File: src/rtl/ifetch_unit.sv
// ifetch_unit: instruction fetch initiator.
// Drives a word-aligned fetch PC into a combinational instruction memory,
// buffers {pc, inst} pairs in a small FIFO, presents the head to decode over
// a valid/ready handshake, and flushes/restarts on a redirect from execute.
module ifetch_unit #(
    parameter int                IMEM_W     = 32,
    parameter logic [IMEM_W-1:0] RESET_PC   = '0,
    parameter int                FIFO_DEPTH = 4
) (
    input  logic              clk_i,
    input  logic              rst_ni,          // synchronous, active-high
    output logic [IMEM_W-1:0] paddr_o,
    input  logic [31:0]       prdata_i,
    input  logic              redirect_i,
    input  logic [IMEM_W-1:0] redirect_pc_i,
    output logic              inst_valid_o,
    input  logic              inst_ready_i,
    output logic [31:0]       inst_o,
    output logic [IMEM_W-1:0] inst_pc_o
);

    localparam int PTR_W = (FIFO_DEPTH > 1) ? $clog2(FIFO_DEPTH) : 1;
    localparam int CNT_W = PTR_W + 1;

    localparam logic [CNT_W-1:0]  DEPTH_C = CNT_W'(FIFO_DEPTH);
    localparam logic [CNT_W-1:0]  ONE_C   = CNT_W'(1);
    localparam logic [PTR_W-1:0]  PONE_C  = PTR_W'(1);
    localparam logic [IMEM_W-1:0] STEP_C  = IMEM_W'(4);

    // Architectural state
    logic [IMEM_W-1:0] fetch_pc;
    logic [PTR_W-1:0]  rd_ptr;
    logic [PTR_W-1:0]  wr_ptr;
    logic [CNT_W-1:0]  count;

    // Instruction buffer storage
    logic [IMEM_W-1:0] pc_mem   [FIFO_DEPTH];
    logic [31:0]       inst_mem [FIFO_DEPTH];

    // Handshake and fill decisions for this cycle
    logic pop;
    logic push;
    logic [IMEM_W-1:0] redirect_target;

    assign pop  = inst_valid_o & inst_ready_i;
    // A pop frees a slot in the same cycle, so a full buffer refills with no bubble.
    assign push = ~redirect_i & ((count < DEPTH_C) | pop);

    // The low two bits of a redirect target are ignored; fetch is word aligned.
    assign redirect_target = {redirect_pc_i[IMEM_W-1:2], 2'b00};

    assign paddr_o = fetch_pc;

    // Control state: reset first, then redirect flush, then normal push/pop.
    always_ff @(posedge clk_i) begin
        // NOTE: sequential state uses non-blocking assignments so every register
        // samples the pre-edge values regardless of statement order.
        if (rst_ni) begin
            fetch_pc <= {RESET_PC[IMEM_W-1:2], 2'b00};
            rd_ptr   <= '0;
            wr_ptr   <= '0;
            count    <= '0;
        end else if (redirect_i) begin
            // A pop completing this cycle is discarded along with the rest.
            fetch_pc <= redirect_target;
            rd_ptr   <= '0;
            wr_ptr   <= '0;
            count    <= '0;
        end else begin
            if (push) begin
                fetch_pc <= fetch_pc + STEP_C;
                wr_ptr   <= wr_ptr + PONE_C;
            end
            if (pop) begin
                rd_ptr <= rd_ptr + PONE_C;
            end
            if (push && !pop) begin
                count <= count + ONE_C;
            end else if (pop && !push) begin
                count <= count - ONE_C;
            end
        end
    end

    // Buffer write port: captures the PC and the word the memory returned for it.
    always_ff @(posedge clk_i) begin
        // NOTE: storage is deliberately not reset; the count gates the outputs,
        // so stale contents are never visible and no reset fanout is needed.
        if (!rst_ni && push) begin
            pc_mem[wr_ptr]   <= fetch_pc;
            inst_mem[wr_ptr] <= prdata_i;
        end
    end

    // Head presentation: registers only, forced to zero while empty.
    assign inst_valid_o = (count != '0);
    assign inst_o       = inst_valid_o ? inst_mem[rd_ptr] : 32'h0;
    assign inst_pc_o    = inst_valid_o ? pc_mem[rd_ptr]   : '0;

endmodule

File: config.mk
export PLATFORM = sky130hd
export DESIGN_NAME = ifetch_unit
export DESIGN_NICKNAME = d
export VERILOG_FILES = /design/src/rtl/ifetch_unit.sv
export SDC_FILE = /design/constraint.sdc
export NUM_CORES = 1
export LEC_CHECK = 0
export BUFFER_PORTS_ARGS = -buffer_cell sky130_fd_sc_hd__buf_2
export CAP_MARGIN = 20
export CORE_AREA = 2 2 176 178
export DETAILED_ROUTE_END_ITERATION = 16
export DIE_AREA = 0 0 178 180
export PLACE_DENSITY_LB_ADDON = 0.1
export SLEW_MARGIN = 25
export SYNTH_ARGS = -nofsm -noshare
export SYNTH_HDL_FRONTEND = slang
export SYNTH_SLANG_ARGS = --single-unit
File: constraint.sdc
create_clock -name clk_i -period 3.4 [get_ports clk_i]
set_clock_uncertainty 0.1 [all_clocks]
set_input_delay 0.51 -clock clk_i [delete_from_list [all_inputs] [get_ports clk_i]]
set_output_delay 0.51 -clock clk_i [all_outputs]
set_load 0.1 [all_outputs]
==> results of run 1 <==
per-layer routing:
metal | up-vias | GRT usage | routed length [µm]
met5 | - | 0 | 0
met4 | 0 | 0.0351 | 379
met3 | 31 | 0.0326 | 1610
met2 | 198 | 0.273 | 12800
met1 | 3384 | 0.222 | 11400
li1 | 3012 | - | -
synthesized netlist by cell type (10+ instances only):
master | instances | share of area
edfxtp_1 | 248 | 0.64
nand3_1 | 16 | 0.0069
clkbuf_1 | 26 | 0.0084
and2_1 | 66 | 0.035
mux4_2 | 62 | 0.12
nor2_1 | 31 | 0.010
or4_1 | 12 | 0.0077
a311oi_1 | 10 | 0.0075
dfxtp_1 | 39 | 0.067
buf_2 | 11 | 0.0047
nand2_1 | 19 | 0.0061
xor2_1 | 10 | 0.0075
worst max-delay path, stage by stage, from the launching register on:
cell,delay (ps)
dfxtp_4,660
buf_4,310
mux4_2,550
and2_1,170
buf_2,280
cell type report:
type / instances / area, µm²
diodes: 1 / 2.50
fillers: 2621 / 16200
flip-flops and latches: 287 / 8240
clock inverters: 18 / 236
multi-input cells: 337 / 3200
repair buffers: 176 / 1010
clock buffers: 37 / 798
well taps: 396 / 495
inverters: 9 / 33.8
path summary, 6_finish.rpt:
| check | slack [ps] | from | cells past startpoint | endpoint |
|---|---|---|---|---|
| worst max-delay path | 280 | register | 4 | inst_pc_o[5] |
| worst min-delay path | 80 | prdata_i[30] | 1 | inst_mem[1][30] |
| worst max register to register | 990 | count[2] | 8 | count[2] |
| worst min register to register | 400 | wr_ptr[1] | 2 | wr_ptr[1] |
through the flow:
step	setup WS [ps]	instance area (µm²)	total power, mW
floorplan	321	11600	5.34
global placement	767	13000	5.66
detailed placement	740	13000	5.68
CTS	154	14000	9.10
global route	111	14000	9.31
finish	275	14000	8.99
cell families after synthesis:
group,after synthesis
flops,287
simple gates,190
mux,63
compound gates,58
buf+inv,54
xor+xnor,15
fa+ha+maj,7
other cells,1
report_power, final:
part	internal, mW	switching [mW]
sequential	3.93	0.0853
clock	2.11	1.30
combinational	0.304	1.26
state kept, by name, indices dropped and copies added, names as in the netlist, named ones only:
register	flops
inst_mem	128
pc_mem	120
paddr_o	30
count	3
rd_ptr	2
wr_ptr	2
==> metrics.md, run 1 <==
| Metric | Value |
|---|---|
| Adder-Cell Fraction of Synth Area | 0.00817 |
| Power per Cell Area | 642 nW/µm² |
| Seq/Total Area, Yosys | 0.707 |
| Die Y | 180 µm |
| Vias/cell | 5.25 |
| DRT antenna net count | 0 |
| Worst rel slew slack | 0.507 |
| Seq cells post-synth | 287 |
| Leakage | 4.87 nW |
| FMAX | 0.320 GHz |
| Status | complete, no violations |
| Largest net degree at the start of global routing | 43 |
| Final core occ | 0.464 |
| Worst hold path class | input pin to register |
| Share of synthesized flip-flops with an asynchronous set or reset | 0 |
| Setup Viol. Count Final | 0 |
| Most used DFF post-synth | edfxtp_1 |
| Detail Placement HPWL | 16.2 mm |
| P&R area growth vs syn | 20.4% |
| Crit path capture type | output pin |
| Final Max Slew Viols | 0 |
| Global route overflow | 0 |
| Mapped Cells | 675 |
| Fin cells | 1,261 |
| Max-cap violations | 0 |
| Simple-gate share of the synthesized area | 0.0939 |
| Post-route minimum period | 3120 ps |
| Number of H-tree levels | 1 |
| Final Hold Fails | 0 |
| Cells after DPL | 1,205 |
| Worst vdd ir | 0.358 mV |
| Nets | 916 |
| CTS buffer count | 30 |
| Setup TNS | 0 ps |
| Worst Tran Pin Value | 739 ps |
| Number of synthesized flops with an enable pin | 248 |
| Row cnt | 64 |
| CTS tree | yes |
| Initial antenna violation count | 1 |
| CTS resizes | 0 |
| Die ar. | 32,000 µm² |
| RSZ-0062 raised after global routing | no |
| Chip Width | 178 µm |
| Iteration-0 DRC Markers | 482 |
| Core area | 30,200 µm² |
| Worst Path Max Fanout | 22 |
| WP data required | 2790 ps |
| CTS sink cnt | 287 |
| Mapped cell area | 11,600 µm² |
| Crit Path Category | register to output pin |
| Tcrit/Tclk final | 0.919 |
| DR vias | 6,625 |
| Post-synthesis mux area share | 0.121 |
| Hold WS | 82.0 ps |
| XOR/XNOR share of the synthesized area | 0.0113 |
| Vias in the first global route | 6,932 |
| Routed WL | 26.1 mm |
| Share of cells above drive strength 1 | 0.343 |
| Crit path arrival time | 2510 ps |
| Worst-path clk slew | 60 ps |
| Post-DR wirelength/cell | 20.7 µm |
| Placer Congestion | 0.804 |
| Worst-Skew Late Latency | 540 ps |
| # IOs | 165 |
| Syn. warnings | 0 |
| Bufs on Longest Clock Path | 3 |
| CP Launch Type | register |
| Post-CTS setup buffer count | 0 |
| Synth Area in Compound Gates | 0.0373 |
| TritonRoute pass-1 iters | 5 |
| Most common cell after layout, fill and taps aside | edfxtp_1 |
| Cell variety after synth | 48 |
| First-pass GRT wire length | 40.1 mm |
| Drc violations | 0 |
| Root buffer cell | clkbuf_16 |
| Initial Utilization | 0.385 |
| Largest family of logic cells by synthesized area | multiplexers |
| Total track usage | 0.164 |
| # port buffers | 158 |
| CTS Hold Buffers Added | 0 |
| Most frequent cells in the layout | 248 x edfxtp_1, 158 x buf_2, 66 x and2_1, 62 x mux4_2, 37 x dfxtp_1 |
| Synth Area per Inst | 17.2 µm² |
Note: power is estimated with default switching activity, not from simulation.
==> run 2: changes to the inputs <==
CELL_PAD_IN_SITES_DETAIL_PLACEMENT = 1   (was unset)
CELL_PAD_IN_SITES_GLOBAL_PLACEMENT = 1   (was unset)
==> run 2 against run 1 <==
Against the previous run: sequential share of layout area increased by 0.52 points; cell count increased by 0.24%; clock power decreased by 13%; highest routed layer is now met5.
==> metrics.md, run 2 (synthesis gave the netlist of run 1 again) <==
| Metric | Value |
|---|---|
| Status | complete, no violations |
| Vias in the first global route | 7,293 (+5.2%) |
| Iteration-0 DRC Markers | 337 (-30%) |
| Nets | 921 (+0.55%) |
| CTS tree | yes |
| Met2 WL | 13.9 mm (+8.9%) |
| Worst hold path class | input pin to register |
| Worst Tran Pin Value | 695 ps (-44.3 ps) |
| Setup Viol. Count Final | 0 (unchanged) |
| Share of cells above drive strength 1 | 0.334 (-0.00849) |
| Power per Cell Area | 616 nW/µm² (-4.0%) |
| First-pass GRT wire length | 43.5 mm (+8.6%) |
| Max-cap violations | 0 (unchanged) |
| P&R area growth vs syn | 19.4% |
| Drc violations | 0 (unchanged) |
| Worst Path Max Fanout | 19 (-14%) |
| Setup TNS | 0 ps (unchanged) |
| Routed WL | 28.3 mm (+8.2%) |
| WL met1 | 12.3 mm (+8.5%) |
| CTS resizes | 0 (unchanged) |
| Hold depth | 1 (unchanged) |
| Row cnt | 64 (unchanged) |
| Die Y | 180 µm (unchanged) |
| CTS Hold Buffers Added | 0 (unchanged) |
| Placer Congestion | 0.772 (-3.9%) |
| Chip Width | 178 µm (unchanged) |
| DR top layer | met5 |
| Post-DR wirelength/cell | 22.4 µm (+7.9%) |
| Worst rel slew slack | 0.537 (+0.0301) |
| Crit path arrival time | 2460 ps (-50 ps) |
| Root buffer cell | clkbuf_16 |
| TritonRoute pass-1 iters | 4 (-1) |
| CTS buffer count | 29 (-3.3%) |
| Fillers | 2,946 (+12%) |
| Worst-path clk slew | 60 ps (about the same) |
| Worst-Skew Late Latency | 540 ps (about the same) |
| CP Launch Type | register |
| Total track usage | 0.178 (+0.0148) |
| # IOs | 165 (unchanged) |
| Leakage | 4.80 nW (-1.3%) |
| Tcrit/Tclk final | 0.903 (-0.0162) |
| Final Max Slew Viols | 0 (unchanged) |
| Crit Path Category | register to output pin |
| Met3 Wirelength | 1.33 mm (-17%) |
| WP data required | 2790 ps (about the same) |
| Detail Placement HPWL | 18.3 mm (+13%) |
| Worst vdd ir | 0.366 mV (+2.1%) |
| R2R depth | 5 (-3) |
| CTS sink cnt | 287 (unchanged) |
| RSZ-0062 raised after global routing | no |
| Global route overflow | 0 (unchanged) |
| Initial Utilization | 0.385 (unchanged) |
| Cell area after layout | 13,900 µm² (-0.88%) |
| Placed inst area | 13,000 µm² (+0.35%) |
| Final Hold Fails | 0 (unchanged) |
| FMAX | 0.326 GHz (+1.8%) |
| Post-CTS setup buffer count | 0 (unchanged) |
| DR vias | 6,647 (+0.33%) |
| Crit path capture type | output pin |
| Post-route minimum period | 3070 ps (-55.2 ps) |
| Most flops, register | inst_mem |
| Most common cell after layout, fill and taps aside | edfxtp_1 |
| Core area | 30,200 µm² (unchanged) |
| # port buffers | 158 (unchanged) |
| Final core occ | 0.460 (-0.00410) |
| Vias/cell | 5.26 (about the same) |
| N_diodes | 0 (-1) |
| Most frequent cells in the layout | 248 x edfxtp_1, 158 x buf_2, 66 x and2_1, 62 x mux4_2, 37 x dfxtp_1 |
| Max reg flops | 128 (unchanged) |
| Largest net degree at the start of global routing | 65 (+51%) |
| Number of H-tree levels | 1 (unchanged) |
| Die ar. | 32,000 µm² (unchanged) |
| Initial antenna violation count | 1 (unchanged) |
| DRT antenna net count | 0 (unchanged) |
| Bufs on Longest Clock Path | 3 (unchanged) |
## run 2: final timing paths
kind | start | to | slack (ps)
worst max-delay path | register | inst_pc_o[28] | 330
worst min-delay path | prdata_i[11] | inst_mem[3][11] | 90
worst max register to register | paddr_o[3] | paddr_o[28] | 910
worst min register to register | wr_ptr[1] | wr_ptr[1] | 390
## run 2: worst max-delay path, cell delays in order (launching register included)
cell and delay, ps:
dfxtp_4 620, buf_4 310, mux4_2 520, and2_1 180, buf_2 290
## run 2: layout make-up
class	instances	area (µm²)	share of cell area
clock buffer	50	825	0.0594
sequential	287	8240	0.593
tap	396	495	0.0357
inverter	9	33.8	0.00243
clock inverter	3	43.8	0.00315
timing repair buffer	182	1060	0.0762
multi-input combinational	337	3200	0.230
## run 2: per-stage QoR
step           cells  setup WS, ps  hold WS [ps]  power [mW]
6_report        1264           330          85.1        8.55
5_1_grt         1264           161          69.8        8.86
4_1_cts         1264           224          60.2        8.68
3_5_place_dp    1211           794           390        5.69
3_3_place_gp    1211           800           370        5.66
2_1_floorplan    678           321           365        5.34
## run 2: metal layers
layer,global-route usage,vias up
li1,-,3014
met1,0.245,3419
met2,0.294,170
met3,0.0275,42
met4,0.0511,2
met5,0,-
## run 2: where the power goes
group / leakage [nW] / switching, mW / internal [mW] / total [mW]
logic: 1.79 / 1.27 / 0.304 / 1.57
clock network: 0.416 / 1.25 / 1.71 / 2.96
registers: 2.60 / 0.0908 / 3.93 / 4.02
total: 4.80 / 2.61 / 5.94 / 8.55
==> run 3: changes to the inputs <==
CELL_PAD_IN_SITES_GLOBAL_PLACEMENT = 2   (was 1)
SETUP_SLACK_MARGIN = 0.4   (was unset)
==> run 3 against run 2 <==
Against the previous run: cell area grew 0.88%; worst hold slack is essentially flat; fmax grew 6.9%; sequential cell count is the same; via count grew 0.35%; non-clock buffer count is the same; core utilization grew 0.41 points; sequential share of layout area shrank 0.52 points.
==> metrics.md, run 3 (synthesis gave the netlist of run 1 again) <==
| Metric | Value |
|---|---|
| Top Family by Delay on Critical Path | buffers and inverters |
| Largest net degree at the start of global routing | 65 (unchanged) |
| Hold WS | 85.4 ps (+0.290 ps) |
| WP data required | 2790 ps (about the same) |
| First-pass GRT wire length | 43.4 mm (-0.38%) |
| Die Y | 180 µm (unchanged) |
| Global route overflow | 0 (unchanged) |
| DRT antenna net count | 0 (unchanged) |
| Worst rel slew slack | 0.594 (+0.0575) |
| TritonRoute pass-1 iters | 4 (unchanged) |
| Final core occ | 0.464 (+0.00406) |
| Iteration-0 DRC Markers | 409 (+21%) |
| Worst hold path class | input pin to register |
| Power per Cell Area | 621 nW/µm² (+0.86%) |
| Routed WL | 27.8 mm (-1.6%) |
| Most flops, register | inst_mem |
| Vias in the first global route | 7,205 (-1.2%) |
| Row cnt | 64 (unchanged) |
| Area of the multi-input gates | 3200 µm² (unchanged) |
| Sequential Area | 8240 µm² (unchanged) |
| Worst-path clk slew | 70 ps (about the same) |
| Crit path arrival time | 2260 ps (-200 ps) |
| Die ar. | 32,000 µm² (unchanged) |
| Max-cap violations | 0 (unchanged) |
| RSZ-0062 raised after global routing | no |
| Share of cells above drive strength 1 | 0.343 (+0.00882) |
| Root buffer cell | clkbuf_16 |
| Setup TNS | 0 ps (unchanged) |
| CTS tree | yes |
| Detail Placement HPWL | 17.5 mm (-4.2%) |
| Initial Utilization | 0.385 (unchanged) |
| Post-DR wirelength/cell | 22.0 µm (-1.6%) |
| Critical Path Max Stage Delay | 520 ps (-100 ps) |
| P&R area growth vs syn | 20.4% |
| Final total power | 8.70 mW (+1.7%) |
| Drc violations | 0 (unchanged) |
| Status | complete, no violations |
| Worst vdd ir | 0.352 mV (-3.8%) |
| Fillers | 2,970 (+0.81%) |
| Chip Width | 178 µm (unchanged) |
| N_diodes | 0 (unchanged) |
| CP Launch Type | register |
| Initial antenna violation count | 1 (unchanged) |
| Tcrit/Tclk final | 0.845 (-0.0579) |
| Vias/cell | 5.27 (+0.27%) |
| Final Max Slew Viols | 0 (unchanged) |
| CP max-delay cell | mux4_2 |
| Post-route minimum period | 2870 ps (-197 ps) |
| # IOs | 165 (unchanged) |
| Crit path capture type | output pin |
| Core area | 30,200 µm² (unchanged) |
| DR vias | 6,670 (+0.35%) |
| Total track usage | 0.178 (-0.000264) |
| Setup Viol. Count Final | 0 (unchanged) |
| Crit Path Category | register to output pin |
| Number of H-tree levels | 1 (unchanged) |
| Final Hold Fails | 0 (unchanged) |
| Bufs on Longest Clock Path | 3 (unchanged) |
| Crit-path cells | buf_12, mux4_2, and2_1, buf_2 |
| CTS buffer count | 30 (+3.4%) |
| Placer Congestion | 0.710 (-8.0%) |
| Fin cells | 1,265 (+0.079%) |
| Max reg flops | 128 (unchanged) |
| Worst Path Buf+Inv | 2 (unchanged) |
| Worst Path Max Fanout | 24 (+5) |
| Worst Tran Pin Value | 609 ps (-86.3 ps) |
| Leakage | 4.86 nW (+1.2%) |
| # port buffers | 158 (unchanged) |
| Worst-Skew Late Latency | 550 ps (about the same) |
| Cells after DPL | 1,206 (-0.41%) |
| FMAX | 0.348 GHz (+6.9%) |
| Most common cell after layout, fill and taps aside | edfxtp_1 |
| Most frequent cells in the layout | 248 x edfxtp_1, 158 x buf_2, 66 x and2_1, 62 x mux4_2, 37 x dfxtp_1 |
| Nets | 922 (+0.11%) |
| CTS sink cnt | 287 (unchanged) |
-- run 3: cell count changes in the layout (fill, tap and decap cells not counted), moves of 2 or more --
cell       before  now
buf_4          17   12
buf_6           0    2
buf_16          0    2
clkinv_2        1    5
clkbuf_1       19   11
clkbuf_16      29   31
-- run 3: stage by stage --
step	cell area (µm²)	setup slack (ps)
after floorplan	11600	450
after global placement	13000	764
after detailed placement	13000	743
after CTS	14000	417
after global routing	14000	401
final	14000	527
-- run 3: per-layer routing --
| metal | routed length [µm] | vias up | global-route usage |
|---|---|---|---|
| li1 | - | 3030 | - |
| met1 | 12200 | 3445 | 0.242 |
| met2 | 13800 | 155 | 0.301 |
| met3 | 1250 | 38 | 0.0269 |
| met4 | 569 | 2 | 0.0413 |
| met5 | 12 | - | 0 |
-- run 3: path summary, 6_finish.rpt --
check        depth (start not counted)   startpoint  slack, ps        endpoint
max                                  4     register        530    inst_pc_o[9]
max reg2reg                          8     count[2]        940        count[2]
min reg2reg                          2    wr_ptr[1]        400       wr_ptr[1]
min                                  1  prdata_i[3]         90  inst_mem[2][3]
-- run 3: area by class of cell --
class / instances / share of cell area
clock buffer: 45 / 0.0613
clock inverter: 9 / 0.00554
inverter: 9 / 0.00241
multi-input combinational: 337 / 0.228
sequential: 287 / 0.588
tap: 396 / 0.0354
timing repair buffer: 182 / 0.0795
-- run 3: where the power goes --
group | leakage [nW] | internal (mW) | switching (mW)
clock | 0.458 | 1.81 | 1.29
combinational | 1.80 | 0.312 | 1.27
sequential | 2.60 | 3.93 | 0.0842
total | 4.86 | 6.06 | 2.64
-- run 3: repair_timing --
item | CTS | global route
buffers inserted | 5 | 0
endpoints found under the setup margin | 62 | 1
hold buffers | 0 | 0
gates resized for setup | 3 | 2
cloned | 0 | 0
